`src/rtl/regfile_scoreboard.sv`:
```
// Architectural register file with write-through bypass and a per-register
// pending-write scoreboard that stalls decode on outstanding producers.
module regfile_scoreboard #(
  parameter int unsigned NREG = 32,
  parameter int unsigned PW   = 2
) (
  input  logic                    clk,
  input  logic                    rst,
  input  logic                    we,
  input  logic [$clog2(NREG)-1:0] wa,
  input  logic [31:0]             wd,
  input  logic [$clog2(NREG)-1:0] ra1,
  input  logic [$clog2(NREG)-1:0] ra2,
  output logic [31:0]             rd1,
  output logic [31:0]             rd2,
  input  logic                    issue,
  input  logic [$clog2(NREG)-1:0] issue_wa,
  input  logic                    flush,
  output logic                    stall,
  output logic [NREG-1:0]         busy
);

  localparam int unsigned AW = $clog2(NREG);
  localparam int unsigned DW = 32;
  localparam logic [PW-1:0] CNT_MAX = '1;
  localparam logic [PW-1:0] CNT_ONE = PW'(1);

  logic [DW-1:0] regs [NREG];
  logic [PW-1:0] cnt  [NREG];
  logic          haz1;
  logic          haz2;
  logic          sat;

  // Read ports with write-through bypass; r0 always reads zero.
  always_comb begin
    rd1 = '0;
    rd2 = '0;
    if (ra1 != '0) rd1 = (we && (wa == ra1)) ? wd : regs[ra1];
    if (ra2 != '0) rd2 = (we && (wa == ra2)) ? wd : regs[ra2];
  end

  // A read hazard is waived when the last pending write arrives this cycle.
  always_comb begin
    haz1  = (ra1 != '0) && (cnt[ra1] != '0) &&
            !(we && (wa == ra1) && (cnt[ra1] == CNT_ONE));
    haz2  = (ra2 != '0) && (cnt[ra2] != '0) &&
            !(we && (wa == ra2) && (cnt[ra2] == CNT_ONE));
    sat   = issue && (issue_wa != '0) && (cnt[issue_wa] == CNT_MAX);
    stall = haz1 || haz2 || sat;
  end

  always_comb begin
    busy = '0;
    for (int unsigned i = 0; i < NREG; i++) busy[i] = (cnt[i] != '0);
  end

  // Register storage; writes survive a flush but not a reset.
  always_ff @(posedge clk) begin
    if (rst) begin
      for (int unsigned i = 0; i < NREG; i++) regs[i] <= '0;
    end else if (we && (wa != '0)) begin
      regs[wa] <= wd;
    end
  end

  // Pending counters: stalled issues are dropped, write-backs never underflow.
  always_ff @(posedge clk) begin
    if (rst) begin
      for (int unsigned i = 0; i < NREG; i++) cnt[i] <= '0;
    end else begin
      cnt[0] <= '0;
      for (int unsigned i = 1; i < NREG; i++) begin
        logic inc;
        logic dec;
        inc = issue && !stall && (issue_wa == AW'(i));
        dec = we && (wa == AW'(i)) && (cnt[i] != '0);
        if (flush)              cnt[i] <= '0;
        else if (inc && !dec)   cnt[i] <= cnt[i] + CNT_ONE;
        else if (dec && !inc)   cnt[i] <= cnt[i] - CNT_ONE;
      end
    end
  end

endmodule

```
`config.mk`:
```
export PLATFORM = sky130hd
export DESIGN_NAME = regfile_scoreboard
export DESIGN_NICKNAME = d
export VERILOG_FILES = /design/src/rtl/regfile_scoreboard.sv
export SDC_FILE = /design/constraint.sdc
export NUM_CORES = 2
export LEC_CHECK = 0
export BUFFER_PORTS_ARGS = -buffer_cell sky130_fd_sc_hd__buf_2
export CORE_ASPECT_RATIO = 1.25
export CORE_MARGIN = 5
export CORE_UTILIZATION = 69
export DETAILED_ROUTE_END_ITERATION = 10
export PLACE_DENSITY = 0.87
export REMOVE_ABC_BUFFERS = 1
export SETUP_SLACK_MARGIN = 0.3
export SLEW_MARGIN = 40
export SYNTH_ARGS = -nofsm -noshare
export SYNTH_HDL_FRONTEND = slang
export SYNTH_SLANG_ARGS = --single-unit
export TNS_END_PERCENT = 20
```
`constraint.sdc`:
```
create_clock -name clk -period 9.91 [get_ports clk]
set_input_delay 1.982 -clock clk [delete_from_list [all_inputs] [get_ports clk]]
set_output_delay 1.982 -clock clk [all_outputs]
set_load 0.01 [all_outputs]
```
==> flow_metrics.py <==
metrics = {
    "clocking": {
        "tritoncts": "built",
        "cts-buffers-inserted": 99,
        "clkTransAtPathRegs_ns": 0.07,
        "clkLatencyLatePin_ns": 0.70,
        "cts_hold_repair.buffers": 0,
        "cts_sinks": 1086,
        "cts.repair.resized": 0,
        "ctsLongestPathBuffers": 3,
        "cts_max_level": 3,
        "cts-root-buf": "clkbuf_16",
        "post_cts.repair.setup_buffers": 0,
    },
    "finish": {
        "drive_gt1_share_pct": 28.7,
        "finish.utilization_pct": 75.6,
        "area_growth_syn_to_layout_pct": 8.92,
        "layout.area.seq_sq_um": 32600,
        "finish.cell_count_without_fillers": 5344,
        "finish.instance_area_sq_um": 66800,
        "final.fill_count": 4703,
        "finalNetCount": 4165,
        "multi_input_area_sq_um": 27000,
    },
    "placement": {
        "place_congestion": 1.00,
        "numPortBuffers": 152,
        "number_of_instances_in_the_placed_design": 5150,
        "dp_wirelength_microns": 115000,
        "postPlaceCellArea_sq_um": 63600,
    },
    "yosys": {
        "yosys_warnings": 0,
        "post_synth_instance_area_sq_um": 61300,
        "synthDominantCellAreaShare_pct": 53.2,
        "synth_top_flop_cell": "edfxtp_1",
        "post_synth_num_cell_types": 68,
        "synthCells": 4109,
        "synthXorXnorAreaFrac_pct": 0.143,
        "synth_top_family_by_area": "multiplexers",
        "synth_edf_count": 1086,
        "synthTopCellsByArea": "edfxtp_1 (53%), mux4_2 (25%), and2_1 (10%), clkbuf_1 (2.1%), a21oi_1 (0.71%)",
        "ys_async_rst_share_pct": 0,
        "synth_compound_gate_area_share_pct": 3.53,
        "synthSimpleGateAreaFrac_pct": 13.6,
        "synth_fa_ha_area_share_pct": 0.632,
        "synth_common_cells": "edfxtp_1 (1,086), and2_1 (994), mux4_2 (678), clkbuf_1 (343), inv_1 (106)",
        "synth-seq-area-share_pct": 53.2,
        "synth_area_leader_cell": "edfxtp_1",
        "ffs_latches_synth": 1086,
        "post_synth_mux_area_share_pct": 25.5,
        "avgSynthCellArea_sq_um": 14.9,
        "most_frequent_cell_after_synthesis": "edfxtp_1",
    },
    "floorplan": {
        "fp.dieArea_sq_um": 95000,
        "floorplan.initialDensity_pct": 69.4,
        "die_y_microns": 343,
        "design.portCount": 154,
        "die_w_microns": 277,
        "std_cell_rows": 122,
        "core_area_sq_um": 88400,
    },
    "pwr": {
        "p_leak_uw": 0.0227,
        "combPwrFrac_pct": 14.6,
        "pwr-share-seq_pct": 50.4,
        "internal_power_uw": 8030,
        "power.density_cell_area_nw_per_um2": 163,
        "clock_power_share_pct": 35.0,
        "p_sw_share_pct": 26.1,
        "net_switching_uw": 2840,
        "vdd_ir_drop_max_mv": 0.134,
    },
    "route": {
        "dr_total_vias": 43269,
        "drt-vias-per-instance": 8.10,
        "detail-route-antenna-nets": 0,
        "highest-signal-layer": "met5",
        "routed_wirelength_microns": 204000,
        "route.detailed.wl_per_inst_microns": 38.2,
        "initialDrtViolationCount": 9069,
        "drc": 0,
        "routed-wl-met3_microns": 34900,
        "wl_met1_microns": 57800,
        "detailed_route_wirelength_on_metal2_microns": 93600,
        "drtPass1Iterations": 10,
    },
    "timing": {
        "timing_hold_violations_final": 0,
        "timing_max_transition_violations_final": 0,
        "final_min_period_over_clock_period_pct": 76.5,
        "clock.fmax_mhz": 132,
        "setup_viol": 0,
        "timing.setup.tns_ns": 0,
        "worst_slew_pin_slew_ns": 0.883,
        "setup_skew_after_layout_ns": 0.0162,
        "slew_headroom_pct": 40.9,
        "rsz0062_at_grt": "false",
        "minimum_period_implied_by_the_final_worst_setup_slack_ns": 7.58,
    },
    "grt": {
        "first_global_vias": 43735,
        "grt_first_pass_wirelength_microns": 290000,
        "global_route.overflow_total": 0,
        "groute.usage.overall_pct": 42.3,
        "grt_antenna_before_repair": 22,
        "pin_count_of_the_biggest_net_entering_global_routing": 101,
    },
    "critical_path": {
        "r2r_cell_count": 7,
        "crit_required_ns": 7.93,
        "crit_chain": "buf_4, xnor2_1, nand3_1, or3_2, nand2_2, buf_4, o22ai_1, a21oi_1, buf_2",
        "worst-setup-path-type": "in -> out",
        "critical-path-slowest-cell": "buf_4",
        "critical_path_start_type": "input pin",
        "cpPeakStageDelay_ns": 0.60,
        "crit_path_max_fanout": 30,
        "critical-path-top-cell-by-count": "buf_4",
        "cp-end-kind": "output port",
        "arrival_worst_endpoint_ns": 5.60,
    },
    "min_path": {
        "hp-class": "reg -> reg",
        "hold_depth": 1,
    },
    "run_status": {
        "run_status": "complete, no violations",
    },
    "flow_run": {
        "timing.max_cap.violations": 0,
    },
}
metal layers:
metal  vias up  global-route usage [%]
met5         -                   0.151
met2      5089                    65.5
met1     20820                    50.4
met4        16                    29.2
met3      1448                    15.0
li1      15896                       -
path summary, 6_finish.rpt:
check | startpoint | slack, ns | to
max reg2reg | cnt[25][0] | 6.16 | cnt[18][0]
max | ra2[2] | 2.33 | rd2[31]
min reg2reg | cnt[1][0] | 0.64 | cnt[1][0]
min | cnt[1][0] | 0.64 | cnt[1][0]
flip-flops by register name, indices dropped and copies added (netlist names):
name	cells
cnt	62
regs	1024
logic make-up (layout without fill, tap and decap cells):
group                    count (synthesis)  count (layout)
AO/OA/AOI/OAI                          342             342
AND/OR/NAND/NOR                       1384            1384
buffers and inverters                  544             558
XOR/XNOR                                10              10
flip-flops                            1086            1086
adder cells (fa/ha/maj)                 31              31
multiplexers                           711             711
other                                    1              44
power by group through the flow:
stage          clock (uW)  sequential [uW]  combinational [uW]
2_1_floorplan           0             5470                 835
5_1_grt              3980             5480                1610
3_5_place_dp            0             5540                1490
6_report             3800             5470                1580
3_3_place_gp            0             5500                1460
4_1_cts              3760             5450                1510
area by class of cell:
type / count / share of cell area, %
Sequential cell: 1086 / 48.8
Multi-Input combinational cell: 2511 / 40.5
Clock buffer: 120 / 3.92
Timing Repair Buffer: 269 / 3.20
Tap cell: 1178 / 2.21
Clock inverter: 59 / 0.727
Inverter: 110 / 0.637
Antenna cell: 11 / 0.0412
critical path: cells and delay by family:
family	cells	cell delay (ns)
XOR/XNOR	1	0.19
AND/OR/NAND/NOR	3	1.27
buffers and inverters	3	1.28
AO/OA/AOI/OAI	2	0.81
metrics by stage:
step / hold WS, ns / total power, uW / worst slack, ns
after floorplan: 0.574 / 6310 / 2.68
after global placement: 0.619 / 6960 / 2.10
after detailed placement: 0.625 / 7030 / 2.60
after CTS: 0.635 / 10700 / 2.58
after global routing: 0.644 / 11100 / 2.43
final: 0.640 / 10900 / 2.33
cell usage in the layout (no fill, tap or decap), types with 27 or more instances in the layout:
master     instances
o21ai_0           71
edfxtp_1        1086
buf_2            145
nand3_1           52
ha_1              31
nor3_1            31
o31ai_1           38
clkbuf_16        102
nand2_1           57
mux4_2           678
buf_4             85
conb_1            33
o22ai_1           67
or2_2             33
nand4_1           27
inv_1            106
nor2_1            38
a211oi_1          27
a21oi_1           87
and2_1           995
or3_1             45
Note: power is estimated with default switching activity, not from simulation.
